`config.mk`:
```
export PLATFORM = sky130hd
export DESIGN_NAME = ff_emu_jk_bank
export DESIGN_NICKNAME = d
export VERILOG_FILES = /design/src/rtl/ff_emu_pkg.sv /design/src/rtl/jk_cell.sv /design/src/rtl/ff_emu_jk_bank.sv
export SDC_FILE = /design/constraint.sdc
export NUM_CORES = 1
export LEC_CHECK = 0
export BUFFER_PORTS_ARGS = -buffer_cell sky130_fd_sc_hd__buf_2
export CAP_MARGIN = 15
export CORE_MARGIN = 5
export CORE_UTILIZATION = 47
export DETAILED_ROUTE_END_ITERATION = 7
export PLACE_DENSITY_LB_ADDON = 0.2
export RECOVER_POWER = 50
export SYNTH_ARGS = -nofsm -noshare
export SYNTH_HDL_FRONTEND = slang
export SYNTH_HIERARCHICAL = 1
export SYNTH_SLANG_ARGS = --single-unit
```
`constraint.sdc`:
```
create_clock -name clk -period 2.6 [get_ports clk]
set_input_delay 0 -clock clk [delete_from_list [all_inputs] [get_ports clk]]
set_output_delay 0 -clock clk [all_outputs]
set_load 0.01 [all_outputs]
```
`src/rtl/ff_emu_pkg.sv`:
```
// Shared types for the flip-flop emulation bank: operating modes, control FSM states
// and the per-mode JK excitation mapping.
package ff_emu_pkg;

  typedef enum logic [1:0] {
    MODE_D  = 2'b00,
    MODE_T  = 2'b01,
    MODE_SR = 2'b10,
    MODE_JK = 2'b11
  } mode_t;

  typedef enum logic {
    ST_RUN    = 1'b0,
    ST_SWITCH = 1'b1
  } state_t;

  // Returns {J, K}. In SR mode an S=R=1 bit maps to J=K=0, so the cell simply holds.
  function automatic logic [1:0] excite(input mode_t m, input logic a, input logic b);
    logic [1:0] jk;
    case (m)
      MODE_D:  jk = {a, ~a};
      MODE_T:  jk = {a, a};
      MODE_SR: jk = {a & ~b, b & ~a};
      default: jk = {a, b};
    endcase
    return jk;
  endfunction

endpackage

```
`src/rtl/jk_cell.sv`:
```
// Single JK flip-flop with synchronous active-high reset and a load enable.
module jk_cell (
  input  logic clk,
  input  logic reset,
  input  logic en,
  input  logic j,
  input  logic k,
  output logic q
);

  always_ff @(posedge clk) begin
    if (reset)
      q <= 1'b0;
    else if (en)
      q <= (j & ~q) | (~k & q);
  end

endmodule

```
`src/rtl/ff_emu_jk_bank.sv`:
```
// Bank of JK cells emulating D/T/SR/JK flip-flops, with a two-state mode-switch FSM.
// Define FF_EMU_ERRCNT_EN to build the saturating illegal-input counter behind err_cnt.
module ff_emu_jk_bank
  import ff_emu_pkg::*;
#(
  parameter int WIDTH = 4,
  parameter int ERR_W = 8
) (
  input  logic             clk,
  input  logic             reset,
  input  logic [1:0]       mode_req,
  input  logic             mode_req_valid,
  output logic             mode_ack,
  output logic [1:0]       mode,
  input  logic             en,
  input  logic [WIDTH-1:0] a,
  input  logic [WIDTH-1:0] b,
  output logic [WIDTH-1:0] Q,
  output logic             illegal,
  output logic [ERR_W-1:0] err_cnt
);

  state_t state, state_next;
  mode_t  mode_q, mode_pending;
  logic   apply_en, take_req, finish_switch, illegal_now;
  logic [WIDTH-1:0] j_bits, k_bits;

  always_ff @(posedge clk) begin
    if (reset)
      state <= ST_RUN;
    else
      state <= state_next;
  end

  always_comb begin
    state_next = state;
    case (state)
      ST_RUN:    if (mode_req_valid) state_next = ST_SWITCH;
      ST_SWITCH: state_next = ST_RUN;
      default:   state_next = ST_RUN;
    endcase
  end

  // In RUN, en and a request may coincide: the data is applied under the old mode first.
  always_comb begin
    apply_en      = (state == ST_RUN) && en;
    take_req      = (state == ST_RUN) && mode_req_valid;
    finish_switch = (state == ST_SWITCH);
    illegal_now   = apply_en && (mode_q == MODE_SR) && (|(a & b));
  end

  always_ff @(posedge clk) begin
    if (reset) begin
      mode_q       <= MODE_D;
      mode_pending <= MODE_D;
      mode_ack     <= 1'b0;
      illegal      <= 1'b0;
    end else begin
      mode_ack <= finish_switch;
      illegal  <= illegal_now;
      if (take_req)
        mode_pending <= mode_t'(mode_req);
      if (finish_switch)
        mode_q <= mode_pending;
    end
  end

  assign mode = mode_q;

  always_comb begin
    j_bits = '0;
    k_bits = '0;
    for (int i = 0; i < WIDTH; i++)
      {j_bits[i], k_bits[i]} = excite(mode_q, a[i], b[i]);
  end

  for (genvar i = 0; i < WIDTH; i++) begin : g_cell
    jk_cell u_cell (
      .clk   (clk),
      .reset (reset),
      .en    (apply_en),
      .j     (j_bits[i]),
      .k     (k_bits[i]),
      .q     (Q[i])
    );
  end

`ifdef FF_EMU_ERRCNT_EN
  logic [ERR_W-1:0] err_q;

  always_ff @(posedge clk) begin
    if (reset)
      err_q <= '0;
    else if (illegal_now && (err_q != {ERR_W{1'b1}}))
      err_q <= err_q + 1'b1;
  end

  assign err_cnt = err_q;
`else
  assign err_cnt = '0;
`endif

endmodule

```
; Word-level counts from Yosys, hierarchy flattened
; Index checks and enable logic that the tools add are counted.
[totals]
ff_bits = 11
[op_classes]
muxes = 6
n_bitwise = 38
n_eq_ne = 2
n_reduce_logical = 6
[op_table]
columns = cell, n
row1 = $pmux W2 S3, 4
row2 = $not A1 Y1, 17
row3 = $and A1 B1 Y1, 16
row4 = $and A4 B4 Y4, 1
row5 = $logic_and A1 B1 Y1, 4
row6 = $or A1 B1 Y1, 4
row7 = $reduce_or A4 Y1, 1
row8 = $eq A2 B1 Y1 const B, 1
row9 = $eq A2 B2 Y1 const B, 1
row10 = $logic_not A2 Y1, 1
row11 = $pmux W1 S2, 1
row12 = $mux W1, 1

; Logic depth before layout (Yosys ltp)
[logic_depth]
word_depth = 6
mapped_depth = 5

; By module
; Netlist, hierarchy kept.
[modules_own_cells]
columns = mod, instances, seq_area_each_um2, area_per_inst_um2, cells_per_inst
row1 = ff_emu_jk_bank, 1, 140.1, 456.7, 49
row2 = jk_cell, 4, 20.0, 46.3, 4

; Worst setup path before layout
; OpenSTA, ideal clock, no wires.
[synth_timing]
path_type = register to register
start = register mode_q[0], in the netlist mode[0]
end = register g_cell[0].u_cell.q
t_arrival_ns = 1.098
setup_slack_ns = 1.436
required_time_ns = 2.534
setup_time_ns = 0.066
synth_period_minus_slack_ns = 1.164
path_stages_with_launch = 6
cell_sequence = dfxtp_1 > nand2b_2 > mux2i_1 > a21oi_1 > a21bo_1 > a21oi_2
[synth_between]
elab_chain_len = 5
elab_cells_between_ends = 8
cone_classes = 2 x eq/ne / 1 x mux / 4 x bitwise / 1 x reduce/logical
[synth_rtl]
columns = element, line
row1 = start: declaration, ff_emu_jk_bank.sv:24  ; mode_t mode_q, mode_pending;
row2 = start signal: assignment, ff_emu_jk_bank.sv:64  ; mode_q <= mode_pending;
row3 = "$eq A2 B2 Y1, or another cell as far along", ff_emu_pkg.sv:20  ; case (m)
row4 = $pmux W2 S3 *, ff_emu_pkg.sv:20
row5 = via k_bits[0], ff_emu_jk_bank.sv:26  ; logic [WIDTH-1:0] j_bits, k_bits;
row6 = $not A1 Y1 *, jk_cell.sv:15  ; q <= (j & ~q) | (~k & q);
row7 = $and A1 B1 Y1 *, jk_cell.sv:15
row8 = $or A1 B1 Y1 *, jk_cell.sv:15
row9 = end signal: assignment, jk_cell.sv:15
row10 = end: declaration, jk_cell.sv:8  ; output logic q
; The timed path passes the listed nets; every way through them passes the cells marked *.
; A chain may end at the register's enable or synchronous reset.

; Final worst setup path
; Ends and elaborated chain as after synthesis.

==> reports/metrics.yaml <==
worst_setup_path:
  r2r_slack_ps: 1360
  crit_arrival_ps: 1460
  path_cells: "nand2b_2, mux2i_1, a21oi_1, a21bo_1, a21oi_2"
  cp_max_fo: 8
  critPathLaunchType: "flop"
  crit_slowest_cell: "dfxtp_1"
  critPathTopFamily: "flip-flops"
  cp_slowest_stage_delay_ps: 510
  r2r_start: "mode[0]"
  critPathCaptureType: "flop"
  r2r_end: "g_cell[0].u_cell/q"
  crit_buf_inv: 0
  reg2reg_depth: 5
  path_class: "flop to flop"
  required_ps: 2820
finish:
  antennaDiodeCount: 0
  fin_nets: 106
  final_cells: 106
  syn2layout_area_growth_pct: 19.7
  final_common_cell: "buf_2"
  final_cell_mix: "15 x buf_2, 11 x dfxtp_1, 8 x mux2i_1, 8 x conb_1, 7 x clkbuf_1"
  drive_above_1_share_pct: 29.7
  fillCellCount: 143
clock_tree:
  cts.sinks: 11
  cts_tree: "done"
  cts_setup_buffers: 0
  cts_resized: 0
  clkTransAtPathRegs_ps: 80
  cts.root.buffer_cell: "clkbuf_4"
  numCtsBuffers: 3
  clk_path_buf_depth: 2
  ctsHtreeMaxLevel: 1
  insertion_delay_ps: 280
route:
  drtIter0Drc: 8
  drt_wl_total_um: 1360
  drc_errors: 0
  viasPerCell: 4.90
  ant_nets: 0
  num_vias: 519
  firstDrtPassIters: 6
  wl_per_cell_um: 12.8
hold_path:
  hp-class: "primary input to flop"
  hold_path_startpoint: "reset"
  holdPathEnd: "g_cell[3].u_cell/q"
  worstHoldPathCells: 2
status:
  outcome: "finished clean"
timing:
  skew_ps: 7.80
  hold_viol: 0
  fin_crit_sh_pct: 47.9
  fmax_mhz: 804
  final.setup.tns_ps: 0
  slew_viol_final: 0
  finalSetupViolations: 0
  grt_setup_unrepaired: "false"
  period_needed_ps: 1240
synthesis:
  ys_warn_count: 6
  syn_inst: 65
  synth_top_area_share_pct: 34.3
  synth_top_cell_by_area: "dfxtp_1"
  seq_area_frac_synth_pct: 34.3
  synthTopCellsByArea: "dfxtp_1 34%, mux2i_1 12%, buf_4 9.4%"
  ys_seq_elements: 11
  netlist_area_um2: 642
  avgSynthCellArea_um2: 9.87
  yosysUniqueCellTypes: 18
global_route:
  grt_usage_pct: 13.9
  gr-total-overflow: 0
  grt_pass1_wl_um: 2090
  grt_max_degree: 12
  grt_pass1_vias: 469
  antenna_found_initial: 0
die:
  ioPinCount: 30
  core_area_um2: 1300
  dieArea_um2: 2200
  start_util_pct: 49.3
  row_count: 13
  die_h_um: 47.0
  die_w_um: 47.0
placement:
  hpwl_um: 1040
  portBuffers: 21
  gp_congestion: 0.808
  dp.cells: 100
power:
  ir_drop_v: 0.000300
  powerDensity_nw_per_um2: 493
  p_leak_nw: 0.349
flow_run:
  cap_violations: 0
==> where the power goes <==
| group | total (mW) | internal (mW) | leakage, nW | switching (mW) |
|---|---|---|---|---|
| combinational | 0.0705 | 0.0339 | 0.244 | 0.0366 |
| sequential | 0.184 | 0.177 | 0.0900 | 0.00687 |
| clock | 0.125 | 0.0595 | 0.0150 | 0.0652 |
| total | 0.379 | 0.270 | 0.349 | 0.109 |
==> metal layers <==
metal / wire length, um / global-route usage, %
met5: 0 / 0
met4: 12 / 8.29
met3: 120 / 4.21
met2: 632 / 20.9
met1: 590 / 17.3
==> final cells by class <==
| class | instances | area [um2] | area share (%) |
|---|---|---|---|
| clock buffer | 4 | 26.3 | 3.42 |
| inverter | 4 | 15.0 | 1.95 |
| tap | 15 | 18.8 | 2.44 |
| timing repair buffer | 23 | 118 | 15.3 |
| multi-input combinational | 49 | 370 | 48.2 |
| sequential | 11 | 220 | 28.7 |
==> how the worst max path moves through the flow <==
stage	startpoint	slack, ps	end	cells after the start
2_1_floorplan	mode[0]	1440	g_cell[0].u_cell/q	5
6_report	mode[0]	1360	g_cell[0].u_cell/q	5
3_5_place_dp	mode[0]	1350	g_cell[0].u_cell/q	5
5_1_grt	mode[0]	1220	g_cell[0].u_cell/q	5
3_3_place_gp	mode[0]	1410	g_cell[1].u_cell/q	5
4_1_cts	mode[0]	1350	g_cell[0].u_cell/q	5
==> worst reg2reg max path, stage by stage, from the launching register on <==
cell and delay, ps:
dfxtp_1 510, nand2b_2 130, mux2i_1 160, a21oi_1 60, a21bo_1 210, a21oi_2 130
==> registers in the layout, indices dropped and copies added (netlist names) <==
name             count
illegal              1
finish_switch        1
g_cell.u_cell/q      4
mode                 2
mode_ack             1
mode_pending         2
==> cells in the mapped netlist <==
master,instances
a21bo_1,4
a21boi_0,4
a21oi_1,4
a21oi_2,4
a221oi_2,1
a22o_1,1
buf_4,8
conb_1,1
dfxtp_1,11
inv_1,4
mux2i_1,8
nand2b_2,1
nand3b_1,4
nor2_1,4
nor2b_1,2
nor2b_2,2
nor2b_4,1
nor4bb_2,1
==> through the flow <==
step	utilization [%]	area, um2	total power, mW	worst slack [ps]	hold WS (ps)
3_3_place_gp	56.3	732	0.256	1410	238
3_5_place_dp	56.3	732	0.257	1350	251
5_1_grt	59.0	768	0.398	1220	53.4
4_1_cts	59.8	778	0.386	1350	40.6
2_1_floorplan	-	668	0.238	1440	62.4
6_report	59.0	768	0.379	1360	47.8
==> logic make-up (layout without fill, tap and decap cells) <==
kind of cell,count (synthesis),in the layout,synth area share (%)
mux,8,8,12.5
other cells,1,8,0.584
flops,11,11,34.3
simple gates,15,15,17.7
buf+inv,12,31,11.7
compound gates,18,18,23.2
==> what timing repair did <==
action | 4_1_cts | 5_1_grt
setup endpoints to repair | 0 | 0
hold endpoints to repair | 2 | 0
hold buffers | 2 | 0
(Power assumes the default switching activity.)
